$ cat config.mk
export PLATFORM = sky130hd
export DESIGN_NAME = sqrl_uart_recv_flat
export DESIGN_NICKNAME = d
export VERILOG_FILES = /design/src/rtl/sqrl_uart_pkg.sv /design/src/rtl/sqrl_uart_recv_if.sv /design/src/rtl/sqrl_uart_sync.sv /design/src/rtl/sqrl_uart_recv.sv /design/src/flat_wrapper.sv
export SDC_FILE = /design/constraint.sdc
export NUM_CORES = 1
export LEC_CHECK = 0
export BUFFER_PORTS_ARGS = -buffer_cell sky130_fd_sc_hd__buf_2
export CAP_MARGIN = 0
export CORE_ASPECT_RATIO = 0.8
export CORE_MARGIN = 2
export CORE_UTILIZATION = 59
export CTS_BUF_LIST = sky130_fd_sc_hd__clkbuf_16
export DETAILED_ROUTE_END_ITERATION = 7
export GPL_TIMING_DRIVEN = 0
export PLACE_DENSITY = 0.89
export SYNTH_ARGS = -nofsm -noshare
export SYNTH_HDL_FRONTEND = slang
export SYNTH_SLANG_ARGS = --single-unit
$ cat constraint.sdc
create_clock -name clk -period 2 [get_ports clk]
set_input_delay 0.3 -clock clk [delete_from_list [all_inputs] [get_ports clk]]
set_output_delay 0.3 -clock clk [all_outputs]
set_load 0.02 [all_outputs]
$ cat src/rtl/sqrl_uart_pkg.sv
// Shared definitions for the sqrl UART link: receiver state encoding,
// frame width and the baud divider helper used by both RX and TX.
package sqrl_uart_pkg;

  typedef enum logic [2:0] {
    IDLE,
    START,
    DATA,
    STOP,
    WAIT_IDLE
  } uart_state_e;

  localparam int UART_DATA_BITS = 8;

  // Clock cycles per bit minus one; both link ends must agree on this value.
  function automatic logic [15:0] uart_baud_delay(input int unsigned freq,
                                                  input int unsigned baud);
    int unsigned q;
    q = freq / baud - 1;
    return q[15:0];
  endfunction

endpackage

$ cat src/rtl/sqrl_uart_recv_if.sv
// Byte-side bundle of the UART receiver: strobes, received byte and busy.
// master = receiver (drives), slave = consumer (command parser).
interface sqrl_uart_recv_if;
  logic       rx_new_byte;
  logic [7:0] rx_byte;
  logic       rx_frame_err;
  logic       rx_busy;

  modport master (
    output rx_new_byte,
    output rx_byte,
    output rx_frame_err,
    output rx_busy
  );

  modport slave (
    input rx_new_byte,
    input rx_byte,
    input rx_frame_err,
    input rx_busy
  );
endinterface

$ cat src/rtl/sqrl_uart_sync.sv
// Two-flop synchroniser for an asynchronous single-bit input.
// Both flops reset to RESET_VAL so an idle line reads as idle out of reset.
module sqrl_uart_sync #(
  parameter logic RESET_VAL = 1'b1
) (
  input  logic clk,
  input  logic reset,
  input  logic d,
  output logic q
);

  logic meta_q;
  logic sync_q;

  // Shift the raw input through two flops to settle metastability.
  always_ff @(posedge clk or posedge reset) begin
    if (reset) begin
      meta_q <= RESET_VAL;
      sync_q <= RESET_VAL;
    end else begin
      meta_q <= d;
      sync_q <= meta_q;
    end
  end

  assign q = sync_q;

endmodule

$ cat src/rtl/sqrl_uart_recv.sv
// sqrl_uart_recv: 8N1 UART receiver. Synchronises uart_rx, locates the
// start bit, samples data (LSB first) and stop bit at bit centres and
// emits a one-cycle strobe per good byte or per framing error.
// Optional build macro: SQRL_UART_RX_MAJORITY_EN -- sample points take the
// 2-of-3 majority of the last three synchronised samples.
module sqrl_uart_recv
  import sqrl_uart_pkg::*;
#(
  parameter int unsigned comm_clk_frequency = 100000000,
  parameter int unsigned baud_rate          = 115200
) (
  input  logic              clk,
  input  logic              reset,
  input  logic              uart_rx,
  sqrl_uart_recv_if.master  rx_if
);

  localparam logic [15:0] BAUD_DELAY = uart_baud_delay(comm_clk_frequency, baud_rate);
  localparam logic [15:0] HALF_DELAY = BAUD_DELAY >> 1;
  localparam logic [2:0]  LAST_BIT   = 3'(UART_DATA_BITS - 1);

  generate
    if (comm_clk_frequency / baud_rate < 5) begin : g_bad_baud
      $error("sqrl_uart_recv: baud_delay must be at least 4");
    end
  endgenerate

  logic        rx_s;
  logic        rx_bit;
  uart_state_e state_q;
  logic [15:0] cnt_q;
  logic [15:0] cnt_d;
  logic [2:0]  bit_idx_q;
  logic [7:0]  shift_q;
  logic [7:0]  rx_byte_q;
  logic        new_byte_q;
  logic        frame_err_q;

  sqrl_uart_sync #(.RESET_VAL(1'b1)) u_sync (
    .clk   (clk),
    .reset (reset),
    .d     (uart_rx),
    .q     (rx_s)
  );

`ifdef SQRL_UART_RX_MAJORITY_EN
  logic [1:0] hist_q;

  // Keep the two previous synchronised samples for the majority vote.
  always_ff @(posedge clk or posedge reset) begin
    if (reset) begin
      hist_q <= 2'b11;
    end else begin
      hist_q <= {hist_q[0], rx_s};
    end
  end

  assign rx_bit = (rx_s & hist_q[0]) | (rx_s & hist_q[1]) | (hist_q[0] & hist_q[1]);
`else
  assign rx_bit = rx_s;
`endif

  assign cnt_d = cnt_q + 16'd1;

  // Receive FSM: bit timing counter, data shift and registered strobes.
  always_ff @(posedge clk or posedge reset) begin
    if (reset) begin
      state_q     <= IDLE;
      cnt_q       <= '0;
      bit_idx_q   <= '0;
      shift_q     <= '0;
      rx_byte_q   <= '0;
      new_byte_q  <= 1'b0;
      frame_err_q <= 1'b0;
    end else begin
      new_byte_q  <= 1'b0;
      frame_err_q <= 1'b0;
      case (state_q)
        IDLE: begin
          cnt_q <= '0;
          if (!rx_s) state_q <= START;
        end
        START: begin
          if (cnt_q == HALF_DELAY) begin
            cnt_q <= '0;
            if (!rx_bit) begin
              state_q   <= DATA;
              bit_idx_q <= '0;
            end else begin
              state_q <= IDLE;  // glitch, not a real start bit
            end
          end else begin
            cnt_q <= cnt_d;
          end
        end
        DATA: begin
          if (cnt_q == BAUD_DELAY) begin
            cnt_q              <= '0;
            shift_q[bit_idx_q] <= rx_bit;
            if (bit_idx_q == LAST_BIT) state_q <= STOP;
            else bit_idx_q <= bit_idx_q + 3'd1;
          end else begin
            cnt_q <= cnt_d;
          end
        end
        STOP: begin
          if (cnt_q == BAUD_DELAY) begin
            cnt_q <= '0;
            if (rx_bit) begin
              rx_byte_q  <= shift_q;
              new_byte_q <= 1'b1;
              state_q    <= IDLE;
            end else begin
              frame_err_q <= 1'b1;
              state_q     <= WAIT_IDLE;
            end
          end else begin
            cnt_q <= cnt_d;
          end
        end
        WAIT_IDLE: begin
          // Hold off until the line returns high so a break reports once.
          if (rx_s) begin
            cnt_q   <= '0;
            state_q <= IDLE;
          end else begin
            cnt_q <= cnt_d;
          end
        end
        default: begin
          cnt_q   <= '0;
          state_q <= IDLE;
        end
      endcase
    end
  end

  assign rx_if.rx_new_byte  = new_byte_q;
  assign rx_if.rx_byte      = rx_byte_q;
  assign rx_if.rx_frame_err = frame_err_q;
  assign rx_if.rx_busy      = (state_q != IDLE);

endmodule

$ cat src/flat_wrapper.sv
// flat-port wrapper written by rule: the top's interface ports become plain ports
module sqrl_uart_recv_flat import sqrl_uart_pkg::*;
#(
  parameter int unsigned comm_clk_frequency = 100000000,
  parameter int unsigned baud_rate          = 115200
)
  (clk, reset, uart_rx, rx_if_rx_new_byte, rx_if_rx_byte, rx_if_rx_frame_err, rx_if_rx_busy);
  sqrl_uart_recv_if rx_if_i ();
  input  logic clk;
  input  logic reset;
  input  logic uart_rx;
  output wire logic [$bits(rx_if_i.rx_new_byte)-1:0] rx_if_rx_new_byte;
  output wire logic [$bits(rx_if_i.rx_byte)-1:0] rx_if_rx_byte;
  output wire logic [$bits(rx_if_i.rx_frame_err)-1:0] rx_if_rx_frame_err;
  output wire logic [$bits(rx_if_i.rx_busy)-1:0] rx_if_rx_busy;
  assign rx_if_rx_new_byte = rx_if_i.rx_new_byte;
  assign rx_if_rx_byte = rx_if_i.rx_byte;
  assign rx_if_rx_frame_err = rx_if_i.rx_frame_err;
  assign rx_if_rx_busy = rx_if_i.rx_busy;
  sqrl_uart_recv #(.comm_clk_frequency(comm_clk_frequency), .baud_rate(baud_rate)) u_core (.clk(clk), .reset(reset), .uart_rx(uart_rx), .rx_if(rx_if_i));
endmodule
Word-level counts from Yosys, hierarchy flattened
Index checks and enable logic that the tools add are counted.
Storage, ports and cells
  register bits after elaboration: 42
  input bits: 3
  output and inout port bits: 11
  word-level logic and storage cells: 64
Operators by class
  add/subtract/negate cells: 2
  magnitude comparators: 2
  equality and inequality tests: 15
  muxes and demuxes: 27
  reductions and logical operators: 9
Operator list (number)
  16-bit two-way mux: 3
  16-bit one-hot mux with 3 select lines: 1
  3-bit two-way mux: 11
  16-bit by 1-bit adder with 16-bit output (second input constant): 1
  16-bit by 10-bit == test with 1-bit output (second input constant): 1
  16-bit by 9-bit == test with 1-bit output (second input constant): 1
  3-bit one-hot mux with 5 select lines: 1
  8-bit bitwise mux: 1
  2-bit by 1-bit != test with 1-bit output (second input constant): 4
  2-bit != test (second input constant): 4
  1-bit two-way mux: 7
  3-bit by 2-bit == test with 1-bit output (second input constant): 2
  3-bit == test (second input constant): 2
  3-bit one-hot mux with 2 select lines: 1
  6-bit AND reduction: 1
  5-bit AND reduction: 1
  3-bit by 4-bit less-than comparator with 1-bit output (second input constant): 1
  3-bit by 1-bit adder with 3-bit output (second input constant): 1
  1-bit demux with 3-bit select: 1
  3-bit by 1-bit == test with 1-bit output (second input constant): 1
  3-bit by 1-bit greater-or-equal comparator with 1-bit output (second input constant): 1
  3-bit logical NOT: 1
  3-bit AND reduction: 1
  3-bit nonzero test: 1
  5 further kinds: 5

Longest topological paths before layout
Gate-level depths: netlist (run 1).
  word-level depth: 5
  mapped depth: 8
  gate-level depth less buffers: 7

Cells and area by module
Synthesis (run 1) repeated with hierarchy kept, for this count alone.
Second synthesis, totals
  cell total of the unflattened synthesis: 199
  area total of the unflattened synthesis: 2172.1 um^2
Modules (own cells, without submodules)
  sqrl_uart_recv: times used 1, cells an instance 196, area each 2115.8 um^2, seq. area each 1001.0 um^2
  sqrl_uart_sync: times used 1, cells an instance 3, area each 56.3 um^2, seq. area each 52.6 um^2

Worst setup path after synthesis (run 1)
Ideal clock, no wire load.
  kind: reg-to-reg
  start point: register u_core.cnt_q[0]
  end point: register u_core.bit_idx_q[1]
  setup time: 79 ps
  data arrival time: 1710 ps
  required time: 1921 ps
  path slack: 210 ps
  cell stages (with the launch flop): 7
  buffers on the path: 0
  clock period less this slack: 1790 ps
  cells stage by stage: dfrtp_1 ha_1 and4b_1 nand4_4 or3_4 a22oi_4 mux2i_1
Between the ends
  cells in the longest elaborated chain, start to end: 3
  elaborated cells on any way between the ends: 5
  classes of those cells: eq/ne (4); reduce/logical (1)
Ends and longest elaborated chain
  start, declared: RTL line sqrl_uart_recv.sv:31  | logic [15:0] cnt_q;
  start signal, assigned: RTL line sqrl_uart_recv.sv:93  | cnt_q <= cnt_d;
  start signal, assigned: RTL line sqrl_uart_recv.sv:103  | cnt_q <= cnt_d;
  start signal, assigned: RTL line sqrl_uart_recv.sv:118  | cnt_q <= cnt_d;
  16-bit by 10-bit == test with 1-bit output or 16-bit by 9-bit == test with 1-bit output (tied branches): RTL line sqrl_uart_recv.sv:97, sqrl_uart_recv.sv:84
  2-bit by 1-bit != test with 1-bit output (no source line)
  5-bit AND reduction (no source line) (*)
  end signal, assigned: RTL line sqrl_uart_recv.sv:101  | else bit_idx_q <= bit_idx_q + 3'd1;
  end, declared: RTL line sqrl_uart_recv.sv:33  | logic [2:0] bit_idx_q;
Mark *: on every way between the ends. The rest lies on a longest branch, timed or not.
A chain may end at the register's enable or synchronous reset.

Final worst setup path (run 1)
  start point: register u_core.cnt_q[1]
  end point: register u_core.bit_idx_q[2]
The elaborated chain is that of the path after synthesis.

==> results of run 1 <==
kinds of logic after synthesis:
kind of cell / after synthesis / share of synthesized area (%)
AND/OR/NAND/NOR: 84 / 24.9
AO/OA/AOI/OAI: 8 / 3.16
XOR/XNOR: 14 / 5.85
multiplexers: 19 / 11.5
flip-flops: 42 / 50.3
adder cells (fa/ha/maj): 4 / 2.39
buffers and inverters: 10 / 1.97
metal layers:
layer	vias up	share of wire, %
met1	683	47
li1	692	-
met2	31	47
met5	-	0
met3	4	4.5
met4	0	1.0
where the power goes:
part	switching (mW)	internal [mW]	leakage, nW
Clock	0.300	0.450	0.0724
Sequential	0.00372	0.854	0.560
Combinational	0.0189	0.00284	0.519
Total	0.323	1.31	1.15
flip-flops by register name, summed over array words and instances (netlist names):
signal and flops:
u_core.rx_if.rx_frame_err 1, u_core.cnt_q 16, u_core.u_sync.q 1, u_core.u_sync.meta_q 1
u_core.rx_if.rx_new_byte 1, u_core.state_q 3, u_core.bit_idx_q 3, u_core.rx_if.rx_byte 8
u_core.shift_q 8
placed cells by master, fill, tap and decap left out, types with 3 or more instances in the layout:
cell and n:
nand2_1 10, nand3_1 9, clkbuf_16 5, buf_4 9, mux2_2 8, clkbuf_1 4
nor3_1 5, buf_2 13, nand4_1 4, ha_1 3, mux2i_1 3, dfrtp_1 37
xor2_1 7, nor2_1 27, xnor2_1 7, inv_1 5, dfrtp_2 3, a21oi_1 3
nand2b_1 3, mux2_4 8
path summary, 6_finish.rpt:
check,start,to,slack [ps],cells past startpoint
min in group asynchronous,reset,u_core.cnt_q[13],190,2
max in group asynchronous,reset,u_core.cnt_q[2],1250,2
worst min register to register,u_core.u_sync.meta_q,u_core.u_sync.q,360,0
worst min-delay path,uart_rx,u_core.u_sync.meta_q,120,1
worst max register to register,u_core.cnt_q[1],u_core.bit_idx_q[2],40,6
worst max-delay path,u_core.cnt_q[1],u_core.bit_idx_q[2],40,6
timing repair:
item,4_1_cts,5_1_grt
hold buffers,0,0
endpoints found under the setup margin,14,26
gates resized for setup,2,7
pin swaps,1,3
buffers inserted,1,7
per-stage QoR:
stage	setup slack (ps)	power (mW)	area, um^2
2_1_floorplan	210	0.887	2100
3_3_place_gp	-6.64	0.895	2210
3_5_place_dp	-5.78	0.896	2210
4_1_cts	6.08	1.64	2360
5_1_grt	-56.0	1.69	2430
6_report	44.5	1.63	2430
area by class of cell:
cell class	count	share of cell area, %
repair buffers	21	5.14
well taps	42	2.16
plain buffers	5	0.925
clock inverters	3	0.514
inverters	5	0.771
multi-input cells	129	41.9
clock buffers	5	5.14
flip-flops and latches	42	43.4
critical path, stage by stage, from the launching register on:
cell and delay [ps]:
dfrtp_1 390, ha_2 220, and4b_2 290, nand4_4 160
or3_4 390, a22oi_4 200, mux2i_1 210
==> results.yml, run 1 <==
status:
  run_status: "finished, final reports clean"
logic_synthesis:
  synthDistinctLibCells: 41
  async_flop_share_pct: 100
  netlist_instances: 181
  ys_ff_latch: 42
  yosysMostFrequentCell: "dfrtp_1"
  ys_seq_area_share_pct: 50.3
  syn_nets: 188
  synth_area_leader_cell: "dfrtp_1"
  ys_warn_count: 0
  synth.top_cell.area_share_pct: 47.8
  ys_top_cells_by_count: "dfrtp_1, nor2_1, nand2_1"
  synth_area_mm2: 0.00210
  ys.flop_type: "dfrtp_1"
  synth.area.top_cells: "dfrtp_1, mux2_4, nor2_1, mux2_2, xnor2_1"
  synth_edf_count: 0
  syn_area_per_cell_um2: 11.6
global_routing:
  grt_use_total_pct: 21.3
  use_met1_pct: 28.8
  grtUsageMet3_pct: 5.65
  grt-ovfl-total: 0
  antenna_found_initial: 0
  grt_use_met2_pct: 33.0
  grt_max_degree: 43
  grt_pass1_wl_um: 6620
  grt-busiest-layer: "met2"
  grt_pass1_vias: 1393
cells_and_area:
  areaGrowthSynthToFinish_pct: 16.2
  post-route-util_pct: 71.1
  seq_area_mm2: 0.00106
  nNetsFinal: 216
  final_cells: 252
  multi_input_area_mm2: 0.00102
  drive_above_1_share_pct: 31.0
  diodes: 0
  nFillCells: 238
power_and_ir_drop:
  p_leak_nw: 1.15
  vdd_drop_max_mv: 0.582
  powerDensity_mw_per_mm2: 669
sta:
  slew_violations: 0
  skew_ps: 2.97
  hold_violations: 0
  relSlewSlack_pct: 44.9
  grt_setup_unrepaired: "yes"
  timing.final.crit_share_pct: 97.8
  fin_crit_ps: 1960
  tns_ps: 0
  fmax_mhz: 511
  worst-slew-pin-transition_ps: 825
  finalSetupViolations: 0
  hold-worst-slack_ps: 116
detailed_routing:
  route.detailed.drc: 0
  vias: 1410
  ant_nets: 0
  firstDrtPassIters: 4
  via_per_inst: 5.60
  drt_iter0_markers: 119
  wl_um: 3830
  drt-wirelength-per-cell_um: 15.2
die:
  die_w_um: 70.6
  io_pins: 14
  fp.dieH_um: 57.3
  core-area_mm2: 0.00342
  rows: 19
  start_util_pct: 61.2
  die_area_mm2: 0.00405
clock_tree:
  clk_path_buf_depth: 2
  htreeDepth: 2
  cts_tree: "built"
  cts.sinks: 42
  clk_latency_ps: 280
  clkTransAtPathRegs_ps: 60
  cts-buffers-inserted: 5
  cts_root_buf: "clkbuf_16"
placement:
  gp_congestion: 0.849
  io_buffers: 13
  dpl.cell_count: 236
  dp_hpwl_um: 2560
critical_path:
  cp_max_fo: 7
  end_kind: "flop"
  arrival_ps: 2160
  worstSetupStartpointType: "flop"
  required_ps: 2200
  worstSetupPathType: "flop to flop"
hold_path:
  hp-class: "input port to flop"
job:
  drv_cap: 0
Power figures use the tool's default switching activity.
==> run 2: changes to the inputs <==
- GPL_TIMING_DRIVEN: 0 -> default
- SYNTH_HIERARCHICAL: default -> 1
==> run 2 against run 1 <==
Hold slack worse by 70 ps. Synthesized cell count grew 9.9%. Global-route usage rose by 1.9 points. Power is 8.9% higher. Flip-flop and latch count unchanged. Combinational power barely moved. Area after synthesis up 3.6%. Largest cell class is now multi-input gates. Highest routed layer unchanged.
==> results.yml, run 2 <==
sta:
  slew_violations: 0
  skew_ps: 3.46
  hold_violations: 0
  fin_ws_ps: 44.9
  grt_setup_unrepaired: "yes"
  fmax_mhz: 511
  worst-slew-pin-transition_ps: 498
  finalSetupViolations: 0
  tns_ps: 0
  fin_crit_ps: 1960
  relSlewSlack_pct: 66.8
  timing.final.crit_share_pct: 97.8
critical_path:
  cp_max_fo: 8
  end_kind: "flop"
  rrSetupSlack_ps: 40
  crit_chain: "ha_1 > and3_1 > nand3_2 > nor4_1 > mux2_2"
  worstSetupPathType: "flop to flop"
  reg2reg_depth: 5
  arrival_ps: 2120
  required_ps: 2170
  worstSetupStartpointType: "flop"
  slowest_delay_ps: 430
  cpMaxStageDelayCell: "dfrtp_1"
cells_and_area:
  largest_register_ffs: 16
  diodes: 0
  drive_above_1_share_pct: 29.1
  top_register: "u_core/cnt_q"
  areaGrowthSynthToFinish_pct: 18.3
  nFillCells: 226
  nNetsFinal: 236
  final_cell_mix: "dfrtp_1, nor2_1, mux2_2, nand2_1, buf_4"
  final_common_cell: "dfrtp_1"
  multi_input_area_mm2: 0.00106
  final_cells: 272
  post-route-util_pct: 74.0
  seq_area_mm2: 0.00105
logic_synthesis:
  synth_edf_count: 0
  syn_area_per_cell_um2: 10.9
  netlist_instances: 199
  ys_ff_latch: 42
  synth.area.top_cells: "dfrtp_1, mux2_2, xnor2_1, nor2_1, nor4_1"
  ys.flop_type: "dfrtp_1"
  synth_area_mm2: 0.00217
  async_flop_share_pct: 100
  synth.top_cell.area_share_pct: 46.1
  ys_seq_area_share_pct: 48.5
  synthDistinctLibCells: 40
  synth_area_leader_cell: "dfrtp_1"
  ys_warn_count: 6
  syn_nets: 206
  yosysMostFrequentCell: "dfrtp_1"
  ys_top_cells_by_count: "dfrtp_1, nor2_1, mux2_2"
job:
  drv_cap: 0
placement:
  dp_hpwl_um: 2880
  gp_congestion: 0.821
  dpl_worst_slack_ps: 104
  dpl.cell_count: 264
  io_buffers: 13
global_routing:
  grt_use_total_pct: 23.1
  grt_pass1_vias: 1513
  grt_max_degree: 41
  grt_pass1_wl_um: 7200
  antenna_found_initial: 0
  grt-ovfl-total: 0
detailed_routing:
  route.detailed.drc: 0
  vias: 1607
  drt_iter0_markers: 120
  firstDrtPassIters: 5
  wl_um: 4460
  via_per_inst: 5.91
  drt-wirelength-per-cell_um: 16.4
  ant_nets: 0
die:
  io_pins: 14
  core-area_mm2: 0.00347
  fp.dieH_um: 58.3
  die_area_mm2: 0.00419
  rows: 19
  start_util_pct: 62.6
  die_w_um: 71.8
power_and_ir_drop:
  powerDensity_mw_per_mm2: 691
  vdd_drop_max_mv: 0.683
  finalPower_mw: 1.77
  p_leak_nw: 1.21
clock_tree:
  htreeDepth: 2
  cts_resized: 0
  cts_root_buf: "clkbuf_16"
  cts.sinks: 42
  postCtsHoldBufs: 0
  cts_setup_buffers: 0
  cts-buffers-inserted: 5
  clk_path_buf_depth: 2
  clk_latency_ps: 280
  clkTransAtPathRegs_ps: 60
  cts_tree: "built"
hold_path:
  hp-class: "input port to asynchronous set/reset pin"
status:
  run_status: "finished, final reports clean"
==> run 2: cell count changes in the layout (fill, tap and decap cells not counted), moves of 3 or more <==
cell	previous run	this run
mux2_2	8	16
mux2_4	8	0
buf_4	9	15
xnor2_1	7	13
inv_1	5	10
nand2_1	10	15
nor4_1	2	7
xor2_1	7	2
clkbuf_1	4	0
a31o_1	0	3
dfrtp_1	37	40
dfrtp_2	3	0
==> run 2: where the power goes <==
part	switching [mW]	internal, mW
Sequential	0.00538	0.854
Clock	0.311	0.583
Combinational	0.0177	0.00382
==> run 2: final timing paths <==
check / startpoint / to
setup reg to reg: u_core/cnt_q[0] / u_core/shift_q[2]
max in group asynchronous: reset / u_core/state_q[0]
min in group clk: uart_rx / u_core/u_sync/meta_q
hold reg to reg: u_core/u_sync/meta_q / u_core/u_sync/q
hold / removal: reset / u_core/u_sync/meta_q
setup / recovery: u_core/cnt_q[0] / u_core/shift_q[2]
==> run 2: area by class of cell <==
class | instances | share of cell area (%)
Inverter | 9 | 1.32
Clock buffer | 5 | 4.87
Timing Repair Buffer | 29 | 7.70
Sequential cell | 42 | 41.0
Clock inverter | 3 | 1.61
Multi-Input combinational cell | 142 | 41.5
Tap cell | 42 | 2.05
==> run 2: through the flow <==
stage / cell area [um^2] / hold slack (ps)
finish: 2570 / 45.3
global route: 2570 / 52.2
CTS: 2550 / 43.6
detailed placement: 2380 / 346
global placement: 2380 / 333
floorplan: 2170 / 212
==> run 2: logic make-up (layout without fill, tap and decap cells) <==
group / after synthesis / in the layout / synth area share, %
and+or+nand+nor: 93 / 93 / 25.4
DFF: 42 / 42 / 48.5
muxes: 19 / 19 / 9.68
xor gates and xnor gates: 15 / 15 / 6.05
buffers and inverters: 15 / 46 / 3.34
AOI/OAI and AO/OA: 11 / 11 / 4.72
adders and majority gates: 4 / 4 / 2.30
==> run 2: critical path: cells and delay by family (launching register included) <==
family	cells	cell delay, ps
multiplexers	1	380
AND/OR/NAND/NOR	3	780
flip-flops	1	430
adder cells (fa/ha/maj)	1	250
==> run 2: metal layers <==
layer | wire [um] | up-vias | GRT usage, %
met5 | 0 | - | 0
met4 | 42 | 0 | 8.09
met3 | 174 | 4 | 6.61
met2 | 2130 | 43 | 34.0
met1 | 2110 | 793 | 33.2
li1 | - | 767 | -
